[config.mk]
export PLATFORM = sky130hd
export DESIGN_NAME = bf16_seg_search
export DESIGN_NICKNAME = d
export VERILOG_FILES = /design/src/rtl/sigmoid_pkg.sv /design/src/rtl/seg_bkpt_rom.sv /design/src/rtl/bf16_seg_search.sv
export SDC_FILE = /design/constraint.sdc
export NUM_CORES = 1
export LEC_CHECK = 0
export BUFFER_PORTS_ARGS = -buffer_cell sky130_fd_sc_hd__buf_2
export CAP_MARGIN = 20
export CORE_ASPECT_RATIO = 1.1
export CORE_MARGIN = 5
export CORE_UTILIZATION = 45
export CTS_BUF_LIST = sky130_fd_sc_hd__clkbuf_16
export CTS_CLUSTER_SIZE = 20
export DETAILED_ROUTE_END_ITERATION = 10
export PLACE_DENSITY = 0.7
export SETUP_SLACK_MARGIN = 0.05
export SYNTH_ARGS = -nofsm -noshare
export SYNTH_HDL_FRONTEND = slang
export SYNTH_HIERARCHICAL = 1
export SYNTH_SLANG_ARGS = --single-unit
[constraint.sdc]
create_clock -name clk_i -period 3.84 [get_ports clk_i]
set_input_delay 1.152 -clock clk_i [delete_from_list [all_inputs] [get_ports clk_i]]
set_output_delay 1.152 -clock clk_i [all_outputs]
set_load 0.005 [all_outputs]
[src/rtl/sigmoid_pkg.sv]
// Shared types, breakpoint table and bf16 compare helpers for the piecewise sigmoid datapath.
package sigmoid_pkg;

    localparam int unsigned N_SEG = 16;
    localparam int unsigned IDX_W = $clog2(N_SEG);

    typedef struct packed {
        logic       sign;
        logic [7:0] exp;
        logic [6:0] fract;
    } bf16_t;

    typedef enum logic [1:0] {
        S_IDLE,
        S_SEARCH,
        S_DONE
    } state_e;

    localparam logic [15:0] BF16_QNAN = 16'h7FC0;

    // Entry 0 is never selected by the search; it stands in for -inf.
    localparam bf16_t SEG_BKPT [N_SEG] = '{
        bf16_t'(16'hFF80), bf16_t'(16'hC0E0), bf16_t'(16'hC0C0), bf16_t'(16'hC0A0),
        bf16_t'(16'hC080), bf16_t'(16'hC040), bf16_t'(16'hC000), bf16_t'(16'hBF80),
        bf16_t'(16'h0000), bf16_t'(16'h3F80), bf16_t'(16'h4000), bf16_t'(16'h4040),
        bf16_t'(16'h4080), bf16_t'(16'h40A0), bf16_t'(16'h40C0), bf16_t'(16'h40E0)
    };

    function automatic logic bf16_is_nan(bf16_t v);
        return (v.exp == 8'hFF) && (v.fract != 7'd0);
    endfunction

    // a < b with NaN never less and +0 equal to -0.
    function automatic logic bf16_lt(bf16_t a, bf16_t b);
        logic both_zero;
        both_zero = ({a.exp, a.fract} == 15'd0) && ({b.exp, b.fract} == 15'd0);
        if (bf16_is_nan(a) || bf16_is_nan(b)) begin
            return 1'b0;
        end
        if (a.sign != b.sign) begin
            return a.sign && !both_zero;
        end
        if (!a.sign) begin
            return {a.exp, a.fract} < {b.exp, b.fract};
        end
        return {a.exp, a.fract} > {b.exp, b.fract};
    endfunction

endpackage

[src/rtl/seg_bkpt_rom.sv]
// Combinational breakpoint lookup: segment index -> bf16 breakpoint bits.
module seg_bkpt_rom
    import sigmoid_pkg::*;
(
    input  logic [IDX_W-1:0] idx_i,
    output logic [15:0]      bkpt_o
);

    assign bkpt_o = SEG_BKPT[idx_i];

endmodule

[src/rtl/bf16_seg_search.sv]
// Binary search of a bf16 operand over the breakpoint table, one compare per cycle.
// Optional SEG_SAT_EN adds sat_o flagging the two outer (saturated) segments.
module bf16_seg_search
    import sigmoid_pkg::*;
(
    input  logic             clk_i,
    input  logic             rst_ni,
    input  logic             in_valid_i,
    output logic             in_ready_o,
    input  logic [15:0]      x_i,
    output logic             out_valid_o,
    input  logic             out_ready_i,
    output logic [IDX_W-1:0] seg_o,
    output logic [15:0]      x_o,
    output logic             nan_o
`ifdef SEG_SAT_EN
    ,
    output logic             sat_o
`endif
);

    state_e           state_q, state_d;
    bf16_t            x_q, x_d;
    logic [IDX_W-1:0] idx_q, idx_d;
    logic [IDX_W-1:0] bit_q, bit_d;
    logic [IDX_W-1:0] cand;
    logic             nan_q, nan_d;
    logic             valid_q, valid_d;
    logic [15:0]      bkpt;
    logic             accept;

    assign cand       = idx_q | (IDX_W'(1) << bit_q);
    assign in_ready_o = (state_q == S_IDLE) || ((state_q == S_DONE) && out_ready_i);
    assign accept     = in_valid_i && in_ready_o;

    seg_bkpt_rom u_rom (
        .idx_i  (cand),
        .bkpt_o (bkpt)
    );

    // Next-state: search step, result hand-off, and operand capture (incl. back-to-back).
    always_comb begin
        state_d = state_q;
        x_d     = x_q;
        idx_d   = idx_q;
        bit_d   = bit_q;
        nan_d   = nan_q;
        case (state_q)
            S_SEARCH: begin
                if (!bf16_lt(x_q, bf16_t'(bkpt))) begin
                    idx_d = cand;
                end
                if (bit_q == '0) begin
                    state_d = S_DONE;
                end else begin
                    bit_d = bit_q - IDX_W'(1);
                end
            end
            S_DONE: begin
                if (out_ready_i) begin
                    state_d = S_IDLE;
                end
            end
            default: ;
        endcase
        if (accept) begin
            x_d     = bf16_t'(x_i);
            idx_d   = '0;
            bit_d   = IDX_W'(IDX_W - 1);
            nan_d   = bf16_is_nan(bf16_t'(x_i));
            state_d = nan_d ? S_DONE : S_SEARCH;
        end
        valid_d = (state_d == S_DONE);
    end

    always_ff @(posedge clk_i or negedge rst_ni) begin
        if (!rst_ni) begin
            state_q <= S_IDLE;
            x_q     <= '0;
            idx_q   <= '0;
            bit_q   <= '0;
            nan_q   <= 1'b0;
            valid_q <= 1'b0;
        end else begin
            state_q <= state_d;
            x_q     <= x_d;
            idx_q   <= idx_d;
            bit_q   <= bit_d;
            nan_q   <= nan_d;
            valid_q <= valid_d;
        end
    end

    assign out_valid_o = valid_q;
    assign seg_o       = idx_q;
    assign x_o         = x_q;
    assign nan_o       = nan_q;

`ifdef SEG_SAT_EN
    logic sat_q, sat_d;

    assign sat_d = valid_d && !nan_d && ((idx_d == '0) || (idx_d == IDX_W'(N_SEG - 1)));

    always_ff @(posedge clk_i or negedge rst_ni) begin
        if (!rst_ni) begin
            sat_q <= 1'b0;
        end else begin
            sat_q <= sat_d;
        end
    end

    assign sat_o = sat_q;
`endif

endmodule

==> impl_metrics.env <==
export IMPL_status="finished clean"
export IMPL_p_leak_uw=0.00121
export IMPL_antenna_found_initial=0
export IMPL_remaining_drc_errors=0
export IMPL_synth_edf_count=0
export IMPL_io_buffers=42
export IMPL_dp_cells=328
export IMPL_fin_crit_sh_pct=90.2
export IMPL_ctsLongestPathBuffers=2
export IMPL_synthTopCellsByArea="dfrtp_1 35%, ha_1 14%, nand2_1 10%, inv_1 5.6%, buf_4 3.7%"
export IMPL_min_period_ps=3460
export IMPL_die_height_um=80.3
export IMPL_layout_drive_gt1_share_pct=20.6
export IMPL_worstPathMaxFanout=5
export IMPL_holdWs_ps=482
export IMPL_seq_area_um2=701
export IMPL_cts_tree="done"
export IMPL_relSlewSlack_pct=56.7
export IMPL_finClkSkew_ps=1.31
export IMPL_clkLatencyLatePin_ps=260
export IMPL_num_rows=25
export IMPL_rsz0062_at_grt="no"
export IMPL_fill_cells=432
export IMPL_power_density_nw_per_um2=956
export IMPL_critPathCaptureType="flop"
export IMPL_area_delta_synth_final_pct=15.8
export IMPL_place_detailed_hpwl_um=3730
export IMPL_irDropWorstVdd_uv=403
export IMPL_clk_pin_slew_ps=60
export IMPL_wl_um=4630
export IMPL_met3_length_um=181
export IMPL_grt_max_degree=29
export IMPL_slew_violations=0
export IMPL_start_util_pct=46.9
export IMPL_viasPerCell=5.26
export IMPL_clock_sinks=28
export IMPL_path_class="flop to flop"
export IMPL_required_ps=4020
export IMPL_hold_path_class="flop to flop"
export IMPL_num_antenna_cells=0
export IMPL_synth_cell_types=42
export IMPL_track_usage_pct=17.0
export IMPL_vias=1741
export IMPL_synth_main_ff_cell="dfrtp_1"
export IMPL_netlist_area_leader_share_pct=34.6
export IMPL_dr_pass1_iters=4
export IMPL_clock_root_buffer="clkbuf_16"
export IMPL_cp_start_kind="flop"
export IMPL_die_width_um=73.9
export IMPL_setup_viol=0
export IMPL_max_cap_viol_count=0
export IMPL_post_place_ws_ps=243
export IMPL_yosysMostFrequentCell="nand2_1"
export IMPL_ant_nets=0
export IMPL_grt_overflow=0
export IMPL_nNetsFinal=322
export IMPL_synth_common_cells="56 x nand2_1, 30 x inv_1, 28 x dfrtp_1, 23 x ha_1"
export IMPL_top_layer="met4"
export IMPL_io_pins=43
export IMPL_netlist_instances=240
export IMPL_hold_violations=0
export IMPL_synth_area_um2=2020
export IMPL_max_freq_mhz=289
export IMPL_final_core_util_pct=54.3
export IMPL_setup_tns_ps=0
export IMPL_grt_pass1_wl_um=7960
export IMPL_m1WireLength_um=2260
export IMPL_cts_inserted_buffers=3
export IMPL_multiInputGateArea_um2=1150
export IMPL_fin_ws_ps=376
export IMPL_final_cells=331
export IMPL_arrival_ps=3650
export IMPL_synth_seq_cells=28
export IMPL_syn_avg_cell_area_um2=8.43
export IMPL_die_area_um2=5940
export IMPL_worstMarginPinSlew_ps=644
export IMPL_wl_met2_um=2170
export IMPL_synth_warning_count=6
export IMPL_synth_top_cell_by_area="dfrtp_1"
export IMPL_synthArstFlopShare_pct=100
export IMPL_routedWlPerCell_um=14.0
export IMPL_core_area_um2=4320
export IMPL_grt_pass1_vias=1706
export IMPL_yosysSeqAreaShare_pct=34.6
export IMPL_drtIter0Drc=95
export IMPL_ctsHtreeMaxLevel=1
export IMPL_place_congestion=0.910
kinds of logic (layout without fill, tap and decap cells):
group / after synthesis / after routing / share of synthesized area [%]
buffers and inverters: 45 / 78 / 10.6
and+or+nand+nor: 100 / 100 / 23.1
adders and majority gates: 23 / 23 / 14.2
other: 1 / 5 / 0.185
xor gates and xnor gates: 2 / 2 / 0.866
AOI/OAI and AO/OA: 38 / 38 / 14.3
muxes: 3 / 3 / 2.10
DFF: 28 / 28 / 34.6
path summary, 6_finish.rpt:
check	slack, ps	endpoint	cells after the start	start
setup / recovery	380	seg_o[3]	14	bit_q[3]
hold / removal	480	nan_o	2	nan_o
setup reg to reg	380	seg_o[3]	14	bit_q[3]
hold reg to reg	480	nan_o	2	nan_o
max in group asynchronous	2530	state_q[1]	1	rst_ni
min in group asynchronous	900	x_o[5]	1	rst_ni
timing repair:
item                                    4_1_cts  5_1_grt
endpoints found under the setup margin        0        4
buffers inserted                              0        0
hold buffers                                  0        0
resized for setup                             0        5
area by class of cell:
class | count | share of cell area (%)
Clock buffer | 3 | 3.21
Inverter | 30 | 4.81
Multi-Input combinational cell | 171 | 49.3
Sequential cell | 28 | 29.9
Tap cell | 54 | 2.88
Timing Repair Buffer | 45 | 9.94
stage by stage:
step | power (uW) | instance area, um^2
after floorplan | 1630 | 2040
after global placement | 1920 | 2240
after detailed placement | 1950 | 2240
after CTS | 2190 | 2310
after global routing | 2490 | 2340
final | 2240 | 2340
flip-flops by register name, indices dropped and copies added, names as in the netlist:
register / count
x_o: 16
bit_q: 4
seg_o: 4
state_q: 2
nan_o: 1
out_valid_o: 1
worst max-delay path, cell delays in order, from the launching register on:
cell	delay, ps
dfrtp_1	410
nor2_2	220
a31oi_1	130
inv_1	140
inv_1	90
ha_1	290
mux4_2	500
inv_1	80
ha_1	240
a21oi_1	140
o21ai_0	80
o21ai_0	330
a211oi_2	180
o32ai_2	400
o2bb2ai_1	160
power by group:
part | internal [uW] | switching (uW)
Sequential | 424 | 166
Combinational | 604 | 817
Clock | 138 | 91.2
cell usage in the layout (no fill, tap or decap), types with 5 or more instances in the layout:
cell type and count:
a21oi_1 9, buf_2 42, conb_1 5, dfrtp_1 28, ha_1 23, inv_1 30
nand2_1 56, nand4_1 10, nor2_1 6, nor3_1 5, nor4_1 6, o21ai_0 7
routing by layer:
layer	track usage (%)	vias up
li1	-	899
met1	24.5	803
met2	27.0	37
met3	1.75	2
met4	4.35	0
met5	0	-
Note: power is estimated with default switching activity, not from simulation.
